===== src/rtl/vma_diag_pkg.sv =====
// vma_diag_pkg: shared types and EBUS read-back routing for the VMA diag reader.
// Exports state_e, word_e, dst_t, flag slots, EBUS_BIT/EBUS_MASK and map_dst().
package vma_diag_pkg;

    typedef enum logic [2:0] {
        IDLE,
        DRIVE,
        SETTLE,
        SAMPLE,
        DONE
    } state_e;

    typedef enum logic [2:0] {
        W_PC,
        W_HELD,
        W_VMA,
        W_BRK,
        W_PSEC,
        W_FLAG
    } word_e;

    localparam int NBITS = 13;

    // EBUS lines the VMA board drives, slot k -> bit 11+2k
    localparam int EBUS_BIT [NBITS] = '{
        11, 13, 15, 17, 19, 21, 23,
        25, 27, 29, 31, 33, 35
    };

    // Flag slots inside the shadow flag vector
    localparam int F_VSEC0  = 0;
    localparam int F_PCSEC0 = 1;
    localparam int F_PCSSEC = 2;
    localparam int F_MISC   = 3;
    localparam int F_ACREF  = 4;
    localparam int F_LAC    = 5;
    localparam int F_MATCH  = 6;

    typedef struct packed {
        word_e      word;
        logic [5:0] idx;
        logic       inv;
    } dst_t;

    function automatic logic [0:35] ebus_mask();
        logic [0:35] m;
        m = '0;
        for (int k = 0; k < NBITS; k++) begin
            m[EBUS_BIT[k]] = 1'b1;
        end
        return m;
    endfunction

    localparam logic [0:35] EBUS_MASK = ebus_mask();

    // Where EBUS slot k lands for select code s; inv marks low-true flags.
    function automatic dst_t map_dst(input int k, input logic [2:0] s);
        dst_t d;
        int   e;
        int   b;
        int   si;
        logic pcside;
        d      = '{word: W_FLAG, idx: 6'd0, inv: 1'b0};
        si     = int'(s);
        e      = EBUS_BIT[k];
        pcside = (k == 1);
        b      = 0;
        if (k == 0) begin
            if (si >= 5) begin
                // s7..5 -> vma_sec0, pc_sec0, pcs_sec0
                d.idx = 6'(7 - si);
                d.inv = 1'b1;
            end else begin
                d.word = W_PSEC;
                d.idx  = 6'(17 - si);
            end
        end else if (k <= 2) begin
            if (si >= 5) begin
                d.word = pcside ? W_PC : W_BRK;
                d.idx  = 6'(20 - si);
            end else if (si == 4) begin
                d.idx = pcside ? 6'(F_MISC) : 6'(F_LAC);
                d.inv = 1'b1;
            end else if (si >= 1) begin
                d.word = pcside ? W_HELD : W_VMA;
                d.idx  = 6'(16 - si);
            end else begin
                d.idx = pcside ? 6'(F_ACREF) : 6'(F_MATCH);
                d.inv = 1'b1;
            end
        end else begin
            // b+1 lines carry PC/HELD, b+3 lines carry ADR_BRK/VMA
            pcside = (e % 4 == 1);
            b      = pcside ? e - 1 : e - 3;
            if (s[2]) begin
                d.word = pcside ? W_PC : W_BRK;
            end else begin
                d.word = pcside ? W_HELD : W_VMA;
            end
            d.idx = 6'(b + 3 - int'(s[1:0]));
        end
        return d;
    endfunction

endpackage


===== src/rtl/vma_diag_shadow.sv =====
// vma_diag_shadow: capture bank that scatters one EBUS sample per select code
// into shadow words; copy publishes the bank (including a same-cycle capture).
import vma_diag_pkg::*;

module vma_diag_shadow (
    input  logic             clk,
    input  logic             reset,
    input  logic             cap,
    input  logic             copy,
    input  logic [2:0]       sel,
    input  logic [NBITS-1:0] bits,
    output logic [13:35]     pc,
    output logic [13:35]     held,
    output logic [13:35]     vma,
    output logic [13:35]     adr_brk,
    output logic [13:17]     prev_sec,
    output logic [6:0]       flags
);

    logic [13:35] sh_pc, sh_held, sh_vma, sh_brk;
    logic [13:35] nx_pc, nx_held, nx_vma, nx_brk;
    logic [13:17] sh_ps, nx_ps;
    logic [6:0]   sh_fl, nx_fl;
    dst_t         d;
    logic         v;

    always_comb begin
        nx_pc   = sh_pc;
        nx_held = sh_held;
        nx_vma  = sh_vma;
        nx_brk  = sh_brk;
        nx_ps   = sh_ps;
        nx_fl   = sh_fl;
        d       = '0;
        v       = 1'b0;
        if (cap) begin
            for (int k = 0; k < NBITS; k++) begin
                d = map_dst(k, sel);
                v = bits[k] ^ d.inv;
                unique case (d.word)
                    W_PC:    nx_pc[d.idx]        = v;
                    W_HELD:  nx_held[d.idx]      = v;
                    W_VMA:   nx_vma[d.idx]       = v;
                    W_BRK:   nx_brk[d.idx]       = v;
                    W_PSEC:  nx_ps[d.idx[4:0]]   = v;
                    W_FLAG:  nx_fl[d.idx[2:0]]   = v;
                    default: ;
                endcase
            end
        end
    end

    always_ff @(posedge clk or posedge reset) begin
        if (reset) begin
            sh_pc    <= '0;
            sh_held  <= '0;
            sh_vma   <= '0;
            sh_brk   <= '0;
            sh_ps    <= '0;
            sh_fl    <= '0;
            pc       <= '0;
            held     <= '0;
            vma      <= '0;
            adr_brk  <= '0;
            prev_sec <= '0;
            flags    <= '0;
        end else begin
            sh_pc   <= nx_pc;
            sh_held <= nx_held;
            sh_vma  <= nx_vma;
            sh_brk  <= nx_brk;
            sh_ps   <= nx_ps;
            sh_fl   <= nx_fl;
            if (copy) begin
                pc       <= nx_pc;
                held     <= nx_held;
                vma      <= nx_vma;
                adr_brk  <= nx_brk;
                prev_sec <= nx_ps;
                flags    <= nx_fl;
            end
        end
    end

endmodule


===== src/rtl/vma_diag_reader.sv =====
// vma_diag_reader: walks diag select 7..0 with DIAG READ FUNC 15x held high,
// samples EBUS after settling and publishes PC/HELD/VMA/ADR_BRK/PREV_SEC/flags.
import vma_diag_pkg::*;

module vma_diag_reader #(
    parameter int SETTLE_CYCLES = 2
) (
    input  logic         clk,
    input  logic         reset,
    input  logic         start,
    input  logic         abort,
    input  logic [0:35]  ebus_data,
    output logic         read_func,
    output logic [4:6]   diag_sel,
    output logic         busy,
    output logic         done,
    output logic [13:35] pc,
    output logic [13:35] held,
    output logic [13:35] vma,
    output logic [13:35] adr_brk,
    output logic [13:17] prev_sec,
    output logic         misc_nz,
    output logic         ac_ref,
    output logic         local_ac,
    output logic         match,
    output logic         vma_sec0,
    output logic         pc_sec0,
    output logic         pcs_sec0
);

    localparam logic [3:0] CNT_LOAD = 4'(SETTLE_CYCLES - 1);

    state_e           state, state_nx;
    logic [2:0]       sel, sel_nx;
    logic [3:0]       cnt, cnt_nx;
    logic             cap, copy;
    logic [NBITS-1:0] bits;
    logic [6:0]       flags;
    logic             unused_bus;

    for (genvar k = 0; k < NBITS; k++) begin : g_tap
        assign bits[k] = ebus_data[EBUS_BIT[k]];
    end

    assign unused_bus = ^(ebus_data & ~EBUS_MASK);

    always_ff @(posedge clk or posedge reset) begin
        if (reset) begin
            state <= IDLE;
            sel   <= '0;
            cnt   <= '0;
        end else begin
            state <= state_nx;
            sel   <= sel_nx;
            cnt   <= cnt_nx;
        end
    end

    always_comb begin
        state_nx = state;
        sel_nx   = sel;
        cnt_nx   = cnt;
        unique case (state)
            IDLE: begin
                if (start) begin
                    state_nx = DRIVE;
                    sel_nx   = 3'd7;
                end
            end
            DRIVE: begin
                cnt_nx   = CNT_LOAD;
                state_nx = SETTLE;
            end
            SETTLE: begin
                if (cnt == 4'd0) begin
                    state_nx = SAMPLE;
                end else begin
                    cnt_nx = cnt - 4'd1;
                end
            end
            SAMPLE: begin
                if (sel == 3'd0) begin
                    state_nx = DONE;
                end else begin
                    sel_nx   = sel - 3'd1;
                    state_nx = DRIVE;
                end
            end
            DONE:    state_nx = IDLE;
            default: state_nx = IDLE;
        endcase
        if (abort) begin
            state_nx = IDLE;
        end
    end

    // The final sample and the publish share one edge, so done and
    // the new results appear together.
    always_comb begin
        read_func = 1'b0;
        busy      = 1'b0;
        done      = 1'b0;
        cap       = 1'b0;
        copy      = 1'b0;
        unique case (state)
            DRIVE, SETTLE: begin
                read_func = 1'b1;
                busy      = 1'b1;
            end
            SAMPLE: begin
                read_func = 1'b1;
                busy      = 1'b1;
                cap       = !abort;
                copy      = !abort && (sel == 3'd0);
            end
            DONE:    done = 1'b1;
            default: ;
        endcase
    end

    assign diag_sel = read_func ? sel : 3'd0;

    vma_diag_shadow u_shadow (
        .clk      (clk),
        .reset    (reset),
        .cap      (cap),
        .copy     (copy),
        .sel      (sel),
        .bits     (bits),
        .pc       (pc),
        .held     (held),
        .vma      (vma),
        .adr_brk  (adr_brk),
        .prev_sec (prev_sec),
        .flags    (flags)
    );

    assign vma_sec0 = flags[F_VSEC0];
    assign pc_sec0  = flags[F_PCSEC0];
    assign pcs_sec0 = flags[F_PCSSEC];
    assign misc_nz  = flags[F_MISC];
    assign ac_ref   = flags[F_ACREF];
    assign local_ac = flags[F_LAC];
    assign match    = flags[F_MATCH];

endmodule


===== config.mk =====
export PLATFORM = sky130hd
export DESIGN_NAME = vma_diag_reader
export DESIGN_NICKNAME = d
export VERILOG_FILES = /design/src/rtl/vma_diag_pkg.sv /design/src/rtl/vma_diag_shadow.sv /design/src/rtl/vma_diag_reader.sv
export SDC_FILE = /design/constraint.sdc
export NUM_CORES = 1
export LEC_CHECK = 0
export CORE_AREA = 2 2 144 146
export DETAILED_ROUTE_END_ITERATION = 10
export DIE_AREA = 0 0 146 148
export PLACE_DENSITY = 0.79
export SLEW_MARGIN = 20
export SYNTH_ARGS = -nofsm -noshare
export SYNTH_HDL_FRONTEND = slang
export SYNTH_SLANG_ARGS = --single-unit

===== constraint.sdc =====
create_clock -name clk -period 8.2 [get_ports clk]
set_input_delay 1.64 -clock clk [delete_from_list [all_inputs] [get_ports clk]]
set_output_delay 1.64 -clock clk [all_outputs]
set_load 0.05 [all_outputs]

== After elaboration in Yosys (flattened, before gate mapping) ==
Index checks and enable logic that the tools add are counted.

* Logic and storage cells: 631
* Output and inout port bits: 110
* Register bits after elaboration: 218
* Bits of input ports: 40

* Bitwise logic cells: 29
* Muxes and demuxes: 358
* Reductions and logical operators: 63
* Eq/ne operators: 75
* Magnitude comparators: 80
* Add/sub/neg operators: 11

{| class="wikitable"
|+ Operators by type and width
! operator !! count
|-
| two-way mux 23 bit || 104
|-
| bitwise mux 23 bit || 52
|-
| two-way mux 7 bit || 28
|-
| two-way mux 5 bit || 26
|-
| two-way mux 9 bit || 12
|-
| bitwise mux 7 bit || 13
|-
| greater-or-equal comparator 7 bit, second input constant || 13
|-
| < comparator 7 x 1 -> 1 bit, second input constant || 13
|-
| NOT 6 -> 7 bit || 13
|-
| == test 3 x 2 -> 1 bit, second input constant || 28
|-
| == test 3 bit, second input constant || 28
|-
| demux 1 bit (select 6 bit) || 13
|-
| greater-or-equal comparator 6 bit, second input constant || 13
|-
| < comparator 6 x 1 -> 1 bit, second input constant || 13
|-
| NOT 5 -> 6 bit || 13
|-
| bitwise mux 5 bit || 13
|-
| demux 1 bit (select 5 bit) || 13
|-
| < comparator 3 x 4 -> 1 bit, second input constant || 13
|-
| two-way mux 1 bit || 50
|-
| zero test 3 bit || 15
|-
| == test 3 x 1 -> 1 bit, second input constant || 14
|-
| greater-or-equal comparator 3 x 1 -> 1 bit, second input constant || 14
|-
| logical AND 1 bit || 40
|-
| demux 1 bit (select 3 bit) || 13
|-
| 23 further kinds || 49
|}

== Depth between registers and ports, before layout ==
Gate-level depths: netlist of the first run.

* Word-level depth: 47
* Mapped depth: 13
* Depth with buffers taken out: 9

== Hierarchy ==
A second synthesis of the first run with hierarchy kept.

* Cell total of the unflattened synthesis: 1102
* Area total of the unflattened synthesis: 11143.2 um^2

{| class="wikitable"
|+ By module, submodules not included
! module !! times used !! sequential area each (um^2) !! area each (um^2) !! cells an instance
|-
| vma_diag_shadow || 1 || 5205.0 || 10542.6 || 1040
|-
| vma_diag_reader || 1 || 250.2 || 600.6 || 62
|}

== Worst setup path after synthesis of the first run ==
No wires, ideal clock.

* Kind: register to output
* Start point: register sel[2]
* End point: output port diag_sel[4] in the netlist's numbering
* Arrival time: 2.192 ns
* Cell stages (with the launch flop): 5
* Buffers on the path: 2
* Required time: 6.560 ns
* Setup slack: 4.368 ns
* Cells stage by stage: dfrtp_1 -> buf_6 -> clkbuf_1 -> clkinv_1 -> nor3_1

* Word-level cells in the longest chain between the ends: 1

{| class="wikitable"
|+ RTL lines
! item !! line !! source
|-
| start, declared || vma_diag_reader.sv:34 || <nowiki>logic [2:0] sel, sel_nx;</nowiki>
|-
| start signal, assigned || vma_diag_reader.sv:54 || <nowiki>sel <= sel_nx;</nowiki>
|-
| two-way mux 3 bit || vma_diag_reader.sv:121 || <nowiki>assign diag_sel = read_func ? sel : 3'd0;</nowiki>
|-
| end, declared || vma_diag_reader.sv:14 || <nowiki>output logic [4:6] diag_sel,</nowiki>
|}

No other way between the ends.

== Worst setup path in the final report of the first run ==
* Start point: register sel[0]
* End point: output port diag_sel[6] in the netlist's numbering

The elaborated chain is that of the path after synthesis.

==> results.md, run 1 <==
- Leakage: 0.00575 uW
- Post-synthesis xor/xnor area fraction: 0.323%
- CP cell instances: clkinv_1 > nor3_1 > clkdlybuf4s50_1
- Sequential area share after synthesis: 50.3%
- FFs w/ async S/R, synth: 100%
- Post-synth top flop: dfrtp_1
- Buf/Inv on CP: 2
- DIE WIDTH: 146 microns
- Drt first pass iters: 5
- Critical Path Sink Type: primary output
- DR vias/cell: 6.09
- Wire length per cell: 19.9 microns
- Final hold slack: 0.476 ns
- Largest family of logic cells by synthesized area: compound AO/OA/AOI/OAI gates
- Biggest area consumer among synthesized cells: dfrtp_1
- Final HPWL DP: 19.0 mm
- Sw Pwr: 642 uW
- DIE HEIGHT: 148 microns
- Hold Path Class: flop to flop
- Initial antenna violation count: 0
- Slew @ Worst Pin: 1.02 ns
- DRT iter0 DRCs: 795
- Total grt overflow: 0
- All-Layer GR Usage: 27.3%
- Synth Area in Simple Gates: 16.6%
- Layout net count: 1245
- CP delay by family, top: buffers and inverters
- P per Cell Area: 196 nW/um^2
- Max Slew Vio Count: 0
- Syn nets: 1168
- Crit Path Max Fanout: 32
- Total power: 2550 uW
- Slew margin rel.: 32.1%
- Root Buffer: clkbuf_16
- Initial Util: 54.1%
- # rows: 52
- # DRC: 0
- Fillers: 1657
- Clk buf depth: 3
- Hold Fails Final Rpt: 0
- Clk sinks: 218
- Period utilization: 60.5%
- Fmax: 0.201 GHz
- VDD IR max: 0.163 mV
- WP depth: 3
- Layout overhead on the synthesized area: 20.3%
- Clock share of power: 44.1%
- Adder-cell share of the synthesized area: 1.27%
- Mapped cell area: 10800 sq um
- Critical R2R Launch: sel[0]$_DFFE_PP0P_
- R2R Setup Slk: 3.44 ns
- Clock transition at the registers of the reported paths: 0.06 ns
- Mean Syn Cell Area: 9.71 sq um
- Max cap viols: 0
- Slowest stage cell, crit path: dfrtp_1
- H-tree lvl count: 1
- Post-DP Area: 12200 sq um
- Worst Skew: 0.0102 ns
- Clk Latency, worst-skew pair: 0.52 ns
- Antenna viol nets, final: 0
- Fin area: 13000 sq um
- Synth top cells by count: dfrtp_1 (218), nand2_1 (153), nor2_1 (145), clkbuf_1 (64), mux2_2 (62)
- Critical path data arrival time: 3.32 ns
- Worst R2R Path Depth: 8
- Max stage delay on crit path: 1.00 ns
- Core Area: 20000 sq um
- Share of power burned in registers: 45.6%
- Total number of vias: 9028
- Status: finished clean
- First-pass GRT wire length: 47.4 mm
- Number of flops mapped to enable cells by yosys: 0
- Reg-to-Reg End: u_shadow.sh_vma[27]$_DFF_PP0_
- Min cycle time layout: 4.96 ns
- PostCTS Resize Cnt: 0
- Synthesized flop and latch total: 218
- Layout cell share with drive strength beyond 1: 11.1%
- Yosys cell types: 74
- Setup Fix Bufs, Post-CTS: 0
- I/O pin count: 150
- I/O Buffers: 126
- Largest cells by area after synthesis: dfrtp_1 (50%), mux2_2 (6.4%), nand2_1 (5.3%)
- CTS tree: built
- Post-Route WL: 29.5 mm
- Crit path to: diag_sel[6]
- Syn Inst Count: 1117
- Critical path launch point: sel[0]$_DFFE_PP0P_
- CTS Hold Bufs: 0
- Largest net degree at the start of global routing: 141
- Switching Share: 25.1%
- Multiplexer share of the synthesized area: 9.12%
- Synthesis Warnings: 0
- Logic pwr share: 10.3%
- Vias in the first global route: 8864
- # setup viols final: 0
- Setup_tns: 0 ns
- Die area: 21600 sq um
- Placer Congestion: 0.905
- Ant diodes: 0
- Most frequent cell after synthesis: dfrtp_1
- RSZ-0062 raised after global routing: false
- WP data required: 6.56 ns
- Num CTS Buffers: 24
- Worst setup SP type: flop
- Post-synthesis compound-gate area fraction: 18.4%
- Worst Setup Path Type: flop to primary output
- Top-area cell type share of the netlist area: 50.3%
- Int Pwr: 1910 uW
## worst register-to-register path, delay by kind of cell, from the launching register on
family                   cells  cell delay [ns]
AND/OR/NAND/NOR              2             0.91
flip-flops                   1             1.00
AO/OA/AOI/OAI                3             0.84
buffers and inverters        1             0.66
adder cells (fa/ha/maj)      2             1.19
## registers in the layout (all words and copies together) (netlist names)
name	count
u_shadow.adr_brk	23
u_shadow.held	23
u_shadow.pc	23
u_shadow.sh_brk	23
u_shadow.sh_held	23
u_shadow.sh_pc	23
u_shadow.sh_vma	23
u_shadow.vma	23
u_shadow.flags	7
u_shadow.sh_fl	7
u_shadow.prev_sec	5
u_shadow.sh_ps	5
cnt	4
sel	3
state	3
## power groups by stage
stage / Clock, uW / Combinational (uW) / Sequential, uW
2_1_floorplan: 0 / 200 / 1170
3_3_place_gp: 0 / 253 / 1180
3_5_place_dp: 0 / 262 / 1180
4_1_cts: 1140 / 262 / 1160
5_1_grt: 1180 / 289 / 1170
6_report: 1130 / 263 / 1170
## kinds of logic (layout without fill, tap and decap cells)
family,Yosys count,in the layout
buf+inv,105,200
compound gates,281,281
mux,91,91
flops,218,218
simple gates,407,407
xor+xnor,4,4
fa+ha+maj,11,11
## through the flow
stage          utilization, %  setup WS [ns]  cells
5_1_grt                  65.1           2.97   1482
3_5_place_dp             60.9           3.62   1438
3_3_place_gp             60.9           3.67   1438
2_1_floorplan               -          0.596   1117
6_report                 65.1           3.24   1482
4_1_cts                  65.1           3.26   1482
## metal layers
layer | wire [microns] | vias to the layer above | GRT usage, % | part of all wire [%]
met2 | 13600 | 364 | 43.3 | 46
met1 | 12400 | 4444 | 37.0 | 42
met4 | 1030 | 0 | 10.8 | 3.5
li1 | - | 4153 | - | -
met5 | 0 | - | 0 | 0
met3 | 2470 | 67 | 5.83 | 8.4
## final cells by class
type                       count  area (sq um)  area share [%]
sequential                   218          5460            41.8
timing repair buffer         138          1350            10.4
multi-input combinational    794          4990            38.2
inverter                      18          75.1           0.575
clock inverter                 6          83.8           0.643
tap                          270           338            2.59
clock buffer                  38           754            5.78
## worst min-delay path by stage
stage,start,end,slack [ns],depth (start not counted)
2_1_floorplan,u_shadow.sh_pc[17]$_DFF_PP0_,u_shadow.sh_pc[17]$_DFF_PP0_,0.44,2
3_3_place_gp,u_shadow.sh_pc[21]$_DFF_PP0_,u_shadow.sh_pc[21]$_DFF_PP0_,0.46,2
3_5_place_dp,u_shadow.vma[32]$_DFFE_PP0P_,u_shadow.vma[32]$_DFFE_PP0P_,0.47,2
4_1_cts,u_shadow.sh_pc[17]$_DFF_PP0_,u_shadow.sh_pc[17]$_DFF_PP0_,0.48,2
5_1_grt,u_shadow.held[29]$_DFFE_PP0P_,u_shadow.held[29]$_DFFE_PP0P_,0.49,1
6_report,u_shadow.adr_brk[24]$_DFFE_PP0P_,u_shadow.adr_brk[24]$_DFFE_PP0P_,0.48,2
## placed cells by master (no fill, tap or decap), types with 6 or more instances in the layout
cell	instances
nand2_1	153
o21ai_0	41
or3_1	9
clkdlybuf4s50_1	126
a22o_1	15
a2bb2oi_1	12
buf_4	12
a21o_1	6
clkbuf_16	25
ha_1	11
a21oi_1	55
nor2_1	145
dfrtp_1	218
nand4_1	8
o22a_1	6
nand2b_1	12
a31oi_1	28
mux2i_1	29
nor3_1	18
and2_1	6
inv_1	14
clkbuf_8	8
mux2_2	62
nand3_1	17
o31ai_1	35
o22ai_1	19
and3_1	12
Note: power is estimated with default switching activity, not from simulation.
==> run 2: changes to the inputs <==
--- a/config.mk
+++ b/config.mk
@@ -5,10 +5,10 @@
 export SDC_FILE = /design/constraint.sdc
 export NUM_CORES = 1
 export LEC_CHECK = 0
-export CORE_AREA = 2 2 144 146
+export CORE_AREA = 2 2 151 153
 export DETAILED_ROUTE_END_ITERATION = 10
-export DIE_AREA = 0 0 146 148
-export PLACE_DENSITY = 0.79
+export DIE_AREA = 0 0 153 155
+export PLACE_DENSITY = 0.76
 export SLEW_MARGIN = 20
 export SYNTH_ARGS = -nofsm -noshare
 export SYNTH_HDL_FRONTEND = slang
==> constraint.sdc (replaced) <==
create_clock -name clk -period 4.5 [get_ports clk]
set_input_delay 0.9 -clock clk [delete_from_list [all_inputs] [get_ports clk]]
set_output_delay 0.9 -clock clk [all_outputs]
set_load 0.05 [all_outputs]
==> results.md, run 2 (synthesis gave the netlist of run 1 again) <==
- Status: finished clean
- Total grt overflow: 0
- Commonest non-fill, non-tap cell in the layout: dfrtp_1
- Critical path data arrival time: 4.14 ns
- Worst setup SP type: flop
- Share of power burned in registers: 45.2%
- PostCTS Resize Cnt: 0
- Logic pwr share: 10.9%
- # DRC: 0
- Max stage delay on crit path: 0.53 ns
- CP delay by family, top: simple AND/OR/NAND/NOR gates
- Vias in the first global route: 9012
- VDD IR max: 0.247 mV
- Crit Path Max Fanout: 13
- WP data required: 4.90 ns
- Clk sinks: 218
- Int Pwr: 3480 uW
- I/O Buffers: 126
- Worst Setup Path Type: flop to flop
- Antenna viol nets, final: 0
- Largest net degree at the start of global routing: 111
- CTS tree: built
- Worst hold path depth: 2
- Clock share of power: 43.9%
- R2R Setup Slk: 0.76 ns
- Final hold slack: 0.475 ns
- Root Buffer: clkbuf_16
- # rows: 55
- Final HPWL DP: 20.3 mm
- Placer Congestion: 0.951
- P per Cell Area: 354 nW/um^2
- Setup Fix Bufs, Post-CTS: 0
- Clk Latency, worst-skew pair: 0.52 ns
- Layout cell share with drive strength beyond 1: 12.3%
- Slew @ Worst Pin: 1.01 ns
- Layout net count: 1263
- H-tree lvl count: 1
- Leakage: 0.00584 uW
- Period utilization: 83.1%
- Worst Skew: 0.0103 ns
- Min cycle time layout: 3.74 ns
- Hold Path Class: flop to flop
- Fmax: 0.268 GHz
- Most frequent cells in the layout: dfrtp_1 (218), nand2_1 (153), nor2_1 (145)
- DIE WIDTH: 153 microns
- RSZ-0062 raised after global routing: false
- Layout overhead on the synthesized area: 22.0%
- CTS Hold Bufs: 0
- Final WS setup: 0.762 ns
- Initial antenna violation count: 0
- All-Layer GR Usage: 24.9%
- Slew margin rel.: 32.1%
- # setup viols final: 0
- Critical Path Sink Type: flop
- Initial Util: 48.8%
- I/O pin count: 150
- DRT iter0 DRCs: 710
- Die area: 23700 sq um
- Num CTS Buffers: 25
- Core Area: 22200 sq um
- First-pass GRT wire length: 48.1 mm
- Wire length per cell: 19.8 microns
- Ant diodes: 0
- WP depth: 9
- Sw Pwr: 1210 uW
- Final core occ: 59.5%
- DR vias/cell: 5.99
- CP cell instances: inv_1 > ha_1 > ha_1 > a21boi_0 > nand2_1 > nand2_1 > nor4b_1 > mux2_2 > mux2_2
- Hold Fails Final Rpt: 0
- Max cap viols: 0
- Worst R2R Path Depth: 9
- Post-Route WL: 30.0 mm
- Post-Place Worst Slack: 0.810 ns
- DIE HEIGHT: 155 microns
- Total number of vias: 9073
- Clock transition at the registers of the reported paths: 0.06 ns
- Drt first pass iters: 5
- Total power: 4680 uW
- Max Slew Vio Count: 0
- Setup_tns: 0 ns
- Buf/Inv on CP: 1
- Switching Share: 25.8%
- Clk buf depth: 3
- Slowest stage cell, crit path: dfrtp_1
## run 2: cell count changes in the layout (fill, tap and decap cells not counted), sizes merged
| cell | delta |
|---|---|
| buf | +17 |
| clkbuf | -5 |
| clkinv | +5 |
| bufinv | +1 |
| clkinvlp | +1 |
| inv | -1 |
## run 2: path summary, 6_finish.rpt
kind / end / start
setup / recovery: u_shadow.adr_brk[15]$_DFFE_PP0P_ / sel[1]$_DFFE_PP0P_
hold / removal: u_shadow.adr_brk[20]$_DFFE_PP0P_ / u_shadow.adr_brk[20]$_DFFE_PP0P_
setup reg to reg: u_shadow.adr_brk[15]$_DFFE_PP0P_ / sel[1]$_DFFE_PP0P_
hold reg to reg: u_shadow.adr_brk[20]$_DFFE_PP0P_ / u_shadow.adr_brk[20]$_DFFE_PP0P_
max in group asynchronous: u_shadow.vma[32]$_DFFE_PP0P_ / reset
min in group asynchronous: u_shadow.pc[20]$_DFFE_PP0P_ / reset
## run 2: worst min-delay path, cell delays in order (launching register included)
cell and delay (ns):
dfrtp_1 0.34, nand2_1 0.05, o31ai_1 0.05
## run 2: layout make-up
type                    count  area [sq um]
fillers                  1854          9010
flip-flops and latches    218          5460
multi-input cells         794          4970
repair buffers            155          1540
clock buffers              33           686
well taps                 285           357
clock inverters            12           143
inverters                  18          71.3
## run 2: metal layers
metal	part of all wire, %	track usage (%)	vias up
li1	-	-	4180
met2	47	40.5	368
met1	42	33.7	4454
met3	7.6	4.76	71
met5	0	0	-
met4	3.1	8.91	0
## run 2: power by group through the flow
stage | registers, uW | clock network, uW | logic (uW)
floorplan | 2130 | 0 | 364
global placement | 2140 | 0 | 483
detailed placement | 2150 | 0 | 500
CTS | 2120 | 2080 | 504
global route | 2130 | 2170 | 556
finish | 2120 | 2060 | 509
## run 2: stage by stage
stage / cells / area (sq um)
after floorplan: 1117 / 10800
after global placement: 1469 / 12400
after detailed placement: 1469 / 12400
after CTS: 1514 / 13200
after global routing: 1515 / 13200
final: 1515 / 13200
